`src/rtl/wd_pkg.sv`:
```
// Shared watchdog definitions: register map, CTRL bit positions and the default kick key.
package wd_pkg;

    localparam logic [7:0] WD_CTRL    = 8'h00;
    localparam logic [7:0] WD_LOAD_LO = 8'h04;
    localparam logic [7:0] WD_LOAD_HI = 8'h08;
    localparam logic [7:0] WD_VAL_LO  = 8'h0C;
    localparam logic [7:0] WD_VAL_HI  = 8'h10;
    localparam logic [7:0] WD_KICK    = 8'h14;
    localparam logic [7:0] WD_STATUS  = 8'h18;

    localparam int CTRL_EN    = 0;
    localparam int CTRL_INTEN = 1;
    localparam int CTRL_RSTEN = 2;

    localparam logic [7:0] WD_KICK_KEY = 8'h5A;

    // Field order matches the CTRL bit indices above (en is bit 0).
    typedef struct packed {
        logic rsten;
        logic inten;
        logic en;
    } wd_ctrl_t;

endpackage

```
`src/rtl/wd_cnt.sv`:
```
// Watchdog down-counter: reloads on request or after reaching zero, flags expiry while enabled.
module wd_cnt #(
    parameter int CNT_W = 16
) (
    input  logic             clk,
    input  logic             rst_n,
    input  logic             en,
    input  logic [CNT_W-1:0] load_val,
    input  logic             reload,
    output logic [CNT_W-1:0] value,
    output logic             expire
);

    logic [CNT_W-1:0] cnt_q;
    logic [CNT_W-1:0] cnt_d;

    assign expire = en && (cnt_q == '0);
    assign value  = cnt_q;

    // An explicit reload wins; an expired counter restarts from LOAD instead of wrapping.
    always_comb begin
        cnt_d = cnt_q;
        if (reload) begin
            cnt_d = load_val;
        end else if (expire) begin
            cnt_d = load_val;
        end else if (en) begin
            cnt_d = cnt_q - CNT_W'(1);
        end
    end

    always_ff @(posedge clk or negedge rst_n) begin
        if (!rst_n) begin
            cnt_q <= '1;
        end else begin
            cnt_q <= cnt_d;
        end
    end

endmodule

```
`src/rtl/wd_timer.sv`:
```
// APB-programmable watchdog: register file, keyed kick, two-stage expiry (interrupt, then sticky timeout).
module wd_timer
    import wd_pkg::*;
#(
    parameter int         CNT_W    = 16,
    parameter logic [7:0] KICK_KEY = WD_KICK_KEY
) (
    input  logic       pclk,
    input  logic       preset_n,
    input  logic       psel,
    input  logic       penable,
    input  logic       pwrite,
    input  logic [7:0] paddr,
    input  logic [7:0] pwdata,
    output logic [7:0] prdata,
    output logic       intr,
    output logic       timeout
);

    wd_ctrl_t         ctrl_q;
    wd_ctrl_t         ctrl_d;
    logic [CNT_W-1:0] load_q;
    logic [CNT_W-1:0] load_d;
    logic [CNT_W-1:0] cnt_value;
    logic             cnt_expire;
    logic             rawint_q;
    logic             rawint_d;
    logic             tmo_q;
    logic             tmo_d;
    logic             intr_q;
    logic             timeout_q;
    logic [7:0]       prdata_q;
    logic [7:0]       rd_data;
    logic             wr_en;
    logic             rd_setup;
    logic             kick;
    logic             load_wr;
    logic [15:0]      load_ext;
    logic [15:0]      val_ext;

    assign wr_en    = psel & penable & pwrite;
    assign rd_setup = psel & ~penable & ~pwrite;
    assign kick     = wr_en && (paddr == WD_KICK) && (pwdata == KICK_KEY);
    assign load_wr  = wr_en && ((paddr == WD_LOAD_LO) || (paddr == WD_LOAD_HI));

    always_comb begin
        ctrl_d = ctrl_q;
        load_d = load_q;
        if (wr_en) begin
            case (paddr)
                WD_CTRL:    ctrl_d = wd_ctrl_t'(pwdata[2:0]);
                WD_LOAD_LO: load_d[7:0] = pwdata;
                WD_LOAD_HI: load_d[CNT_W-1:8] = pwdata[CNT_W-9:0];
                default:    ;
            endcase
        end
    end

    // load_d carries a same-edge LOAD write so the reload picks up the new value.
    wd_cnt #(
        .CNT_W (CNT_W)
    ) u_cnt (
        .clk      (pclk),
        .rst_n    (preset_n),
        .en       (ctrl_q.en),
        .load_val (load_d),
        .reload   (kick | load_wr),
        .value    (cnt_value),
        .expire   (cnt_expire)
    );

    // Kick and LOAD-write reloads both pre-empt the expiry on the same edge.
    always_comb begin
        rawint_d = rawint_q;
        tmo_d    = tmo_q;
        if (kick) begin
            rawint_d = 1'b0;
        end else if (!load_wr && cnt_expire) begin
            if (!rawint_q) begin
                rawint_d = 1'b1;
            end else if (ctrl_q.rsten) begin
                tmo_d = 1'b1;
            end
        end
    end

    assign load_ext = 16'(load_q);
    assign val_ext  = 16'(cnt_value);

    always_comb begin
        rd_data = 8'h00;
        case (paddr)
            WD_CTRL:    rd_data = {5'b0, ctrl_q};
            WD_LOAD_LO: rd_data = load_ext[7:0];
            WD_LOAD_HI: rd_data = load_ext[15:8];
            WD_VAL_LO:  rd_data = val_ext[7:0];
            WD_VAL_HI:  rd_data = val_ext[15:8];
            WD_STATUS:  rd_data = {6'b0, tmo_q, rawint_q};
            default:    rd_data = 8'h00;
        endcase
    end

    always_ff @(posedge pclk or negedge preset_n) begin
        if (!preset_n) begin
            ctrl_q    <= '0;
            load_q    <= '1;
            rawint_q  <= 1'b0;
            tmo_q     <= 1'b0;
            intr_q    <= 1'b0;
            timeout_q <= 1'b0;
            prdata_q  <= 8'h00;
        end else begin
            ctrl_q    <= ctrl_d;
            load_q    <= load_d;
            rawint_q  <= rawint_d;
            tmo_q     <= tmo_d;
            intr_q    <= rawint_q & ctrl_q.inten;
            timeout_q <= tmo_q;
            if (rd_setup) begin
                prdata_q <= rd_data;
            end
        end
    end

    assign prdata  = prdata_q;
    assign intr    = intr_q;
    assign timeout = timeout_q;

endmodule

```
`config.mk`:
```
export PLATFORM = sky130hd
export DESIGN_NAME = wd_timer
export DESIGN_NICKNAME = d
export VERILOG_FILES = /design/src/rtl/wd_pkg.sv /design/src/rtl/wd_cnt.sv /design/src/rtl/wd_timer.sv
export SDC_FILE = /design/constraint.sdc
export NUM_CORES = 1
export LEC_CHECK = 0
export CORE_MARGIN = 4
export CORE_UTILIZATION = 55
export CTS_BUF_LIST = sky130_fd_sc_hd__clkbuf_4 sky130_fd_sc_hd__clkbuf_8
export CTS_CLUSTER_DIAMETER = 120
export DETAILED_ROUTE_END_ITERATION = 10
export PLACE_DENSITY = 0.75
export RECOVER_POWER = 50
export REMOVE_ABC_BUFFERS = 1
export SLEW_MARGIN = 0
export SYNTH_ARGS = -nofsm -noshare
export SYNTH_HDL_FRONTEND = slang
export SYNTH_SLANG_ARGS = --single-unit
```
`constraint.sdc`:
```
create_clock -name pclk -period 2.5 [get_ports pclk]
set_input_delay 0.5 -clock pclk [delete_from_list [all_inputs] [get_ports pclk]]
set_output_delay 0.5 -clock pclk [all_outputs]
set_load 0.05 [all_outputs]
```
==> metrics, run 1 <==
hold buffers post-CTS=0; Setup-failing EPs final=0; Die Wd=a little under 80 µm; synthesis-stage register bit count=47; Clock Skew=0.00520 ns; DRT met1 WL=approximately 3.1 mm; routability congestion estimate=just under 0.9; Clk pwr share=about a third; Post-Syn Instances=between 200 and 250; most frequent cells in the layout=32 x dfstp_2, 31 x buf_4, 28 x clkdlybuf4s50_1, 19 x nand2_1; FP Rows=24; max layer used=met4; All-Layer GR Usage=a little under a quarter; Layout area overhead=24.6%; WL/cell=between 15 and 20 µm; clock slew at reported path FFs=about 0.080 ns; vias in the first global route=approximately 2200; Most used DFF post-synth=dfstp_2; hold path endpoint=timeout$_DFF_PN0_; Slew @ Worst Pin=between 1.5 and 2 ns; Pwr Density=~460 nW/µm²; cells on worst reg2reg path=9; Residual DRC=0; wire length on met3=412 µm; largest net degree at the start of global routing=35; met2 wire length=between 3 and 4 mm; max-slew violation count=35; Max-Cap Viols=1; arrival time worst endpoint=around 2.5 ns; Net Sw Frac=24.4%; IO Pins=31; Routed WL=between 6 and 7 mm; core area=roughly 4500 µm²; status=finished, violations left; post-CTS sizing=0; hold_sp=tmo_q$_DFFE_PN0P_; Fmax=between 0.4 and 0.5 GHz; syn avg cell area=~11 µm²; post-route ant nets=0; DRT Pass-1 Iters=4; slack of the worst reg-to-reg path=0.28 ns; Final period util=94.3%; setup bufs post-CTS=0; Non-Filler Instances=360; total power=between 1.5 and 2 mW; CP required=about 2.7 ns; # nets final=around 330; Clock Latency Late Sink=between 0.2 and 0.3 ns; RSZ-0062 raised after global routing=false; startpoint class of the critical path=input port; Synth async-reset ratio=100%; Int Power=between 1 and 1.5 mW; Chip Height=between 70 and 80 µm; number of buffers created by CTS=5; top post-synthesis cells by area=dfstp_2 32%, dfrtp_1 14%, mux2_2 7.7%, a22oi_1 3.4%, mux2i_1 3.0%; clock root buffer=clkbuf_8; leak pwr=between 1 and 1.5 nW; hold depth=0; final hold violations=0; worst r2r src=u_cnt.value[1]$_DFFE_PN1P_; EDFF count, synth=0; FILL cells=326; Reg power frac=55.1%; initial DRC count=between 100 and 150; Sink Count=47; vias=2246; die area=~6000 µm²; Starting Density=about 59%; Reg2Reg Capture Point=u_cnt.value[15]$_DFFE_PN1P_; Slew Limit Headroom=-18.9%; warnings from Yosys=0; CP Max Fanout=4; Cells after DPL=around 350; Cell variety after synth=60; CP Class=input port to flip-flop; Syn Std Cell Area=2640 µm²; Via density=around 6.2; Detailed Place HPWL=between 5 and 6 mm; VDD IR-drop max=0.302 mV; nature of the critical path endpoint=flip-flop; Net Switching=~0.37 mW; Yosys top cell by area=dfstp_2; H-tree depth=2; fraction of layout cells with a size suffix above 1=around 34%; Final Critical Period=2.36 ns; most common cell after layout, fill and taps aside=dfstp_2; Logic pwr share=between 10% and 20%; Port-buffer cells=30; first-pass GRT wire length=around 11 mm; Synth top area share=31.8%; Clock Path Buffers=2; Remaining Overflow, GRT=0; n_diodes=0; initial antenna violation count=0; Worst Hold Class=flip-flop to flip-flop; CTS tree=done; Seq/Total Area, Yosys=~46%; failing checks=max-capacitance violations, max-slew violations
==> how the worst max path moves through the flow <==
stage,depth (start not counted),to,slack [ns],startpoint
2_1_floorplan,6,u_cnt.value[3]$_DFFE_PN1P_,0.30,paddr[5]
3_3_place_gp,6,u_cnt.value[3]$_DFFE_PN1P_,-0.09,paddr[5]
3_5_place_dp,6,u_cnt.value[1]$_DFFE_PN1P_,-0.14,paddr[5]
4_1_cts,6,u_cnt.value[1]$_DFFE_PN1P_,0.14,paddr[5]
5_1_grt,6,u_cnt.value[1]$_DFFE_PN1P_,0.07,paddr[5]
6_report,6,u_cnt.value[1]$_DFFE_PN1P_,0.14,paddr[5]
==> critical path: stages <==
cell             delay, ns
clkdlybuf4s50_1       0.49
or4b_4                0.62
o31ai_4               0.33
nor2_2                0.13
and3_4                0.20
a211oi_1              0.28
==> metal layers <==
layer / vias to the layer above / global-route usage [%]
li1: 1061 / -
met1: 1105 / 33.7
met2: 71 / 37.7
met3: 9 / 4.57
met4: 0 / 5.52
met5: - / 0
==> area by class of cell <==
class	count	area [µm²]	area share [%]
well taps	52	65.1	1.98
multi-input cells	185	1330	40.5
flip-flops and latches	47	1220	37.0
repair buffers	63	552	16.8
clock buffers	8	104	3.16
inverters	5	18.8	0.571
==> cell families (layout without fill, tap and decap cells) <==
| logic type | count (synthesis) | in the layout | share of synthesized area [%] |
|---|---|---|---|
| adder cells (fa/ha/maj) | 1 | 1 | 0.474 |
| AO/OA/AOI/OAI | 54 | 54 | 15.1 |
| multiplexers | 27 | 27 | 11.3 |
| XOR/XNOR | 3 | 3 | 0.995 |
| buffers and inverters | 17 | 76 | 3.41 |
| AND/OR/NAND/NOR | 100 | 100 | 22.7 |
| flip-flops | 47 | 47 | 46.1 |
==> stage by stage <==
stage | utilization (%) | worst slack (ns) | cell area [µm²] | hold WS, ns | TNS [ns]
2_1_floorplan | - | 0.302 | 2570 | 0.204 | 0
3_3_place_gp | 70.8 | -0.0904 | 3190 | 0.419 | -0.840
3_5_place_dp | 70.8 | -0.135 | 3190 | 0.424 | -1.76
4_1_cts | 73.1 | 0.144 | 3290 | 0.289 | 0
5_1_grt | 73.0 | 0.0722 | 3290 | 0.453 | 0
6_report | 73.0 | 0.143 | 3290 | 0.440 | 0
==> power by group through the flow <==
stage | logic (mW) | registers [mW] | clock network, mW
3_3_place_gp | 0.178 | 0.852 | 0
5_1_grt | 0.205 | 0.845 | 0.554
4_1_cts | 0.186 | 0.840 | 0.513
3_5_place_dp | 0.183 | 0.853 | 0
6_report | 0.185 | 0.842 | 0.501
2_1_floorplan | 0.0826 | 0.841 | 0
==> state kept, by name (all words and copies together), names as in the netlist <==
name         cells
timeout          1
intr             1
ctrl_q           3
load_ext        16
prdata           8
rawint_q         1
tmo_q            1
u_cnt.value     16
==> synthesized netlist by cell type, drive strengths merged, types with 6 or more instances <==
cell / instances
clkbuf: 6
nor2: 20
nor3: 16
nand2: 21
mux2i: 8
dfstp: 32
dfrtp: 15
a21oi: 7
o21ai: 8
mux2: 19
a22oi: 12
a22o: 6
nand4: 7
buf: 6
(Power assumes the default switching activity.)
==> run 2: changes to the inputs <==
--- a/config.mk
+++ b/config.mk
@@ -5,7 +5,6 @@
 export SDC_FILE = /design/constraint.sdc
 export NUM_CORES = 1
 export LEC_CHECK = 0
-export CORE_MARGIN = 4
 export CORE_UTILIZATION = 55
 export CTS_BUF_LIST = sky130_fd_sc_hd__clkbuf_4 sky130_fd_sc_hd__clkbuf_8
 export CTS_CLUSTER_DIAMETER = 120
==> metrics, run 2 (synthesis gave the netlist of run 1 again) <==
status=finished, violations left; failing checks=design-rule violations; number of buffers created by CTS=5 (unchanged); CP required=2.74 ns (+0.05 ns); die area=5080 µm² (-15%); Slew @ Worst Pin=1.04 ns (-0.739 ns); nature of the critical path endpoint=flip-flop; Net Sw Frac=24.7% (+0.36 points); Setup crit start=paddr[7]; Clock Path Buffers=2 (unchanged); arrival time worst endpoint=2.56 ns (+0.02 ns); Chip Height=71.3 µm (-7.8%); VDD IR-drop max=0.367 mV (+21%); routability congestion estimate=0.883 (+1.6%); core area=4470 µm² (-0.67%); slack of the worst reg-to-reg path=0.26 ns (-0.02 ns); Clk pwr share=33.2% (+0.4 points); post-route ant nets=0 (unchanged); worst r2r src=u_cnt.value[0]$_DFFE_PN1P_; Fmax=0.431 GHz (+1.5%); Starting Density=59.0% (+0.39 points); Sink Count=47 (unchanged); Die Wd=71.3 µm (-7.8%); DRT Pass-1 Iters=10 (+6); Max-Cap Viols=0 (-1); clock slew at reported path FFs=0.08 ns (about the same); Clock Skew=0.00332 ns (-0.00188 ns); FP Rows=24 (unchanged); Remaining Overflow, GRT=0 (unchanged); Residual DRC=4 (+4); Port-buffer cells=30 (unchanged); Clock Latency Late Sink=0.30 ns (about the same); CTS tree=done; hold buffers post-CTS=0 (unchanged); H-tree depth=2 (unchanged); placed inst area=3200 µm² (+0.47%); cells on worst reg2reg path=9 (unchanged); Detailed Place HPWL=5.22 mm (+1.4%); max-slew violation count=0 (-100%); most common cell after layout, fill and taps aside=buf_4; final core utilization=73.9% (+0.83 points); first-pass GRT wire length=11.3 mm (+0.92%); FILL cells=334 (+2.5%); All-Layer GR Usage=29.5% (+5.7 points); Worst Path Buf+Inv=2 (+1); Int Power=1.16 mW (+0.33%); post-CTS sizing=0 (unchanged); Largest delay share family, worst path=simple AND/OR/NAND/NOR gates; Via density=6.25 (+0.11%); Final period util=92.9% (-1.4 points); CP max stage delay=0.45 ns (-0.17 ns); Setup-failing EPs final=0 (unchanged); most frequent cells in the layout=33 x buf_4, 32 x dfstp_2, 28 x clkdlybuf4s50_1, 19 x nand2_1; WL/cell=18.9 µm (+0.43%); post-route cell area=3300 µm² (+0.46%); n_diodes=0 (unchanged); Crit-path slowest cell=clkdlybuf4s50_1; leak pwr=1.42 nW (+0.22%); Pwr Density=466 nW/µm² (+0.36%); CP Max Fanout=3 (-1); clock root buffer=clkbuf_8; Routed WL=6.85 mm (+0.99%); largest net degree at the start of global routing=29 (-17%); final hold violations=0 (unchanged); # nets final=331 (+0.61%); Reg2Reg Capture Point=u_cnt.value[15]$_DFFE_PN1P_; Layout area overhead=25.2%; Logic pwr share=12.2% (about the same); vias=2261 (+0.67%); startpoint class of the critical path=input port; initial antenna violation count=0 (unchanged); Net Switching=0.381 mW (+2.3%); Worst Hold Class=input port to asynchronous set/reset pin; initial DRC count=151 (+9.4%); Final Critical Period=2.32 ns (-0.0354 ns); RSZ-0062 raised after global routing=false; setup bufs post-CTS=0 (unchanged); Slew Limit Headroom=30.4% (+49 points); IO Pins=31 (unchanged); CP Class=input port to flip-flop; worst-path cell chain=clkdlybuf4s50_1 -> buf_4 -> nor4_4 -> and3_1 -> nand2_8 -> mux2_4 -> or3_1 -> o211a_1; vias in the first global route=2213 (+1.2%); fraction of layout cells with a size suffix above 1=34.8% (+0.42 points); Reg power frac=54.6% (-0.5 points)
## run 2: cell count changes in the layout (fill, tap and decap cells not counted), sizes merged
cell  delta
buf      +2
## run 2: worst reg2reg max path, delay by kind of cell, from the launching register on
kind / cells / cell delay [ns]
simple gates: 6 / 1.17
buf+inv: 2 / 0.20
fa+ha+maj: 1 / 0.24
flops: 1 / 0.59
## run 2: per-layer routing
metal | vias to the layer above | global-route usage (%) | part of all wire (%)
met5 | - | 0 | 0
met4 | 0 | 10.2 | 2.1
met3 | 14 | 5.77 | 5.7
met2 | 82 | 46.1 | 47
met1 | 1099 | 41.5 | 45
li1 | 1066 | - | -
## run 2: through the flow
step | setup slack (ns) | setup TNS, ns | power, mW | hold slack, ns | instances
3_3_place_gp | -0.102 | -0.991 | 1.03 | 0.413 | 354
2_1_floorplan | 0.302 | 0 | 0.924 | 0.204 | 237
3_5_place_dp | -0.143 | -1.63 | 1.04 | 0.411 | 354
6_report | 0.179 | 0 | 1.54 | 0.356 | 362
5_1_grt | 0.0583 | 0 | 1.60 | 0.452 | 362
4_1_cts | 0.170 | 0 | 1.55 | 0.142 | 362
## run 2: how the worst max path moves through the flow
stage / endpoint / slack [ns] / cells past startpoint
floorplan: u_cnt.value[3]$_DFFE_PN1P_ / 0.30 / 6
global placement: u_cnt.value[6]$_DFFE_PN1P_ / -0.10 / 6
detailed placement: u_cnt.value[6]$_DFFE_PN1P_ / -0.14 / 6
CTS: u_cnt.value[6]$_DFFE_PN1P_ / 0.17 / 6
global route: prdata[1]$_DFFE_PN0P_ / 0.06 / 7
finish: u_cnt.value[3]$_DFFE_PN1P_ / 0.18 / 8
## run 2: power groups by stage
stage	sequential (mW)	combinational (mW)	clock, mW
floorplan	0.841	0.0826	0
global placement	0.850	0.183	0
detailed placement	0.852	0.186	0
CTS	0.839	0.188	0.523
global route	0.844	0.205	0.550
finish	0.841	0.187	0.512
## run 2: layout make-up
cell class / count / area, µm² / area share, %
multi-input cells: 185 / 1330 / 40.4
flip-flops and latches: 47 / 1220 / 36.8
repair buffers: 65 / 567 / 17.2
clock buffers: 8 / 104 / 3.14
well taps: 52 / 65.1 / 1.97
inverters: 5 / 18.8 / 0.568
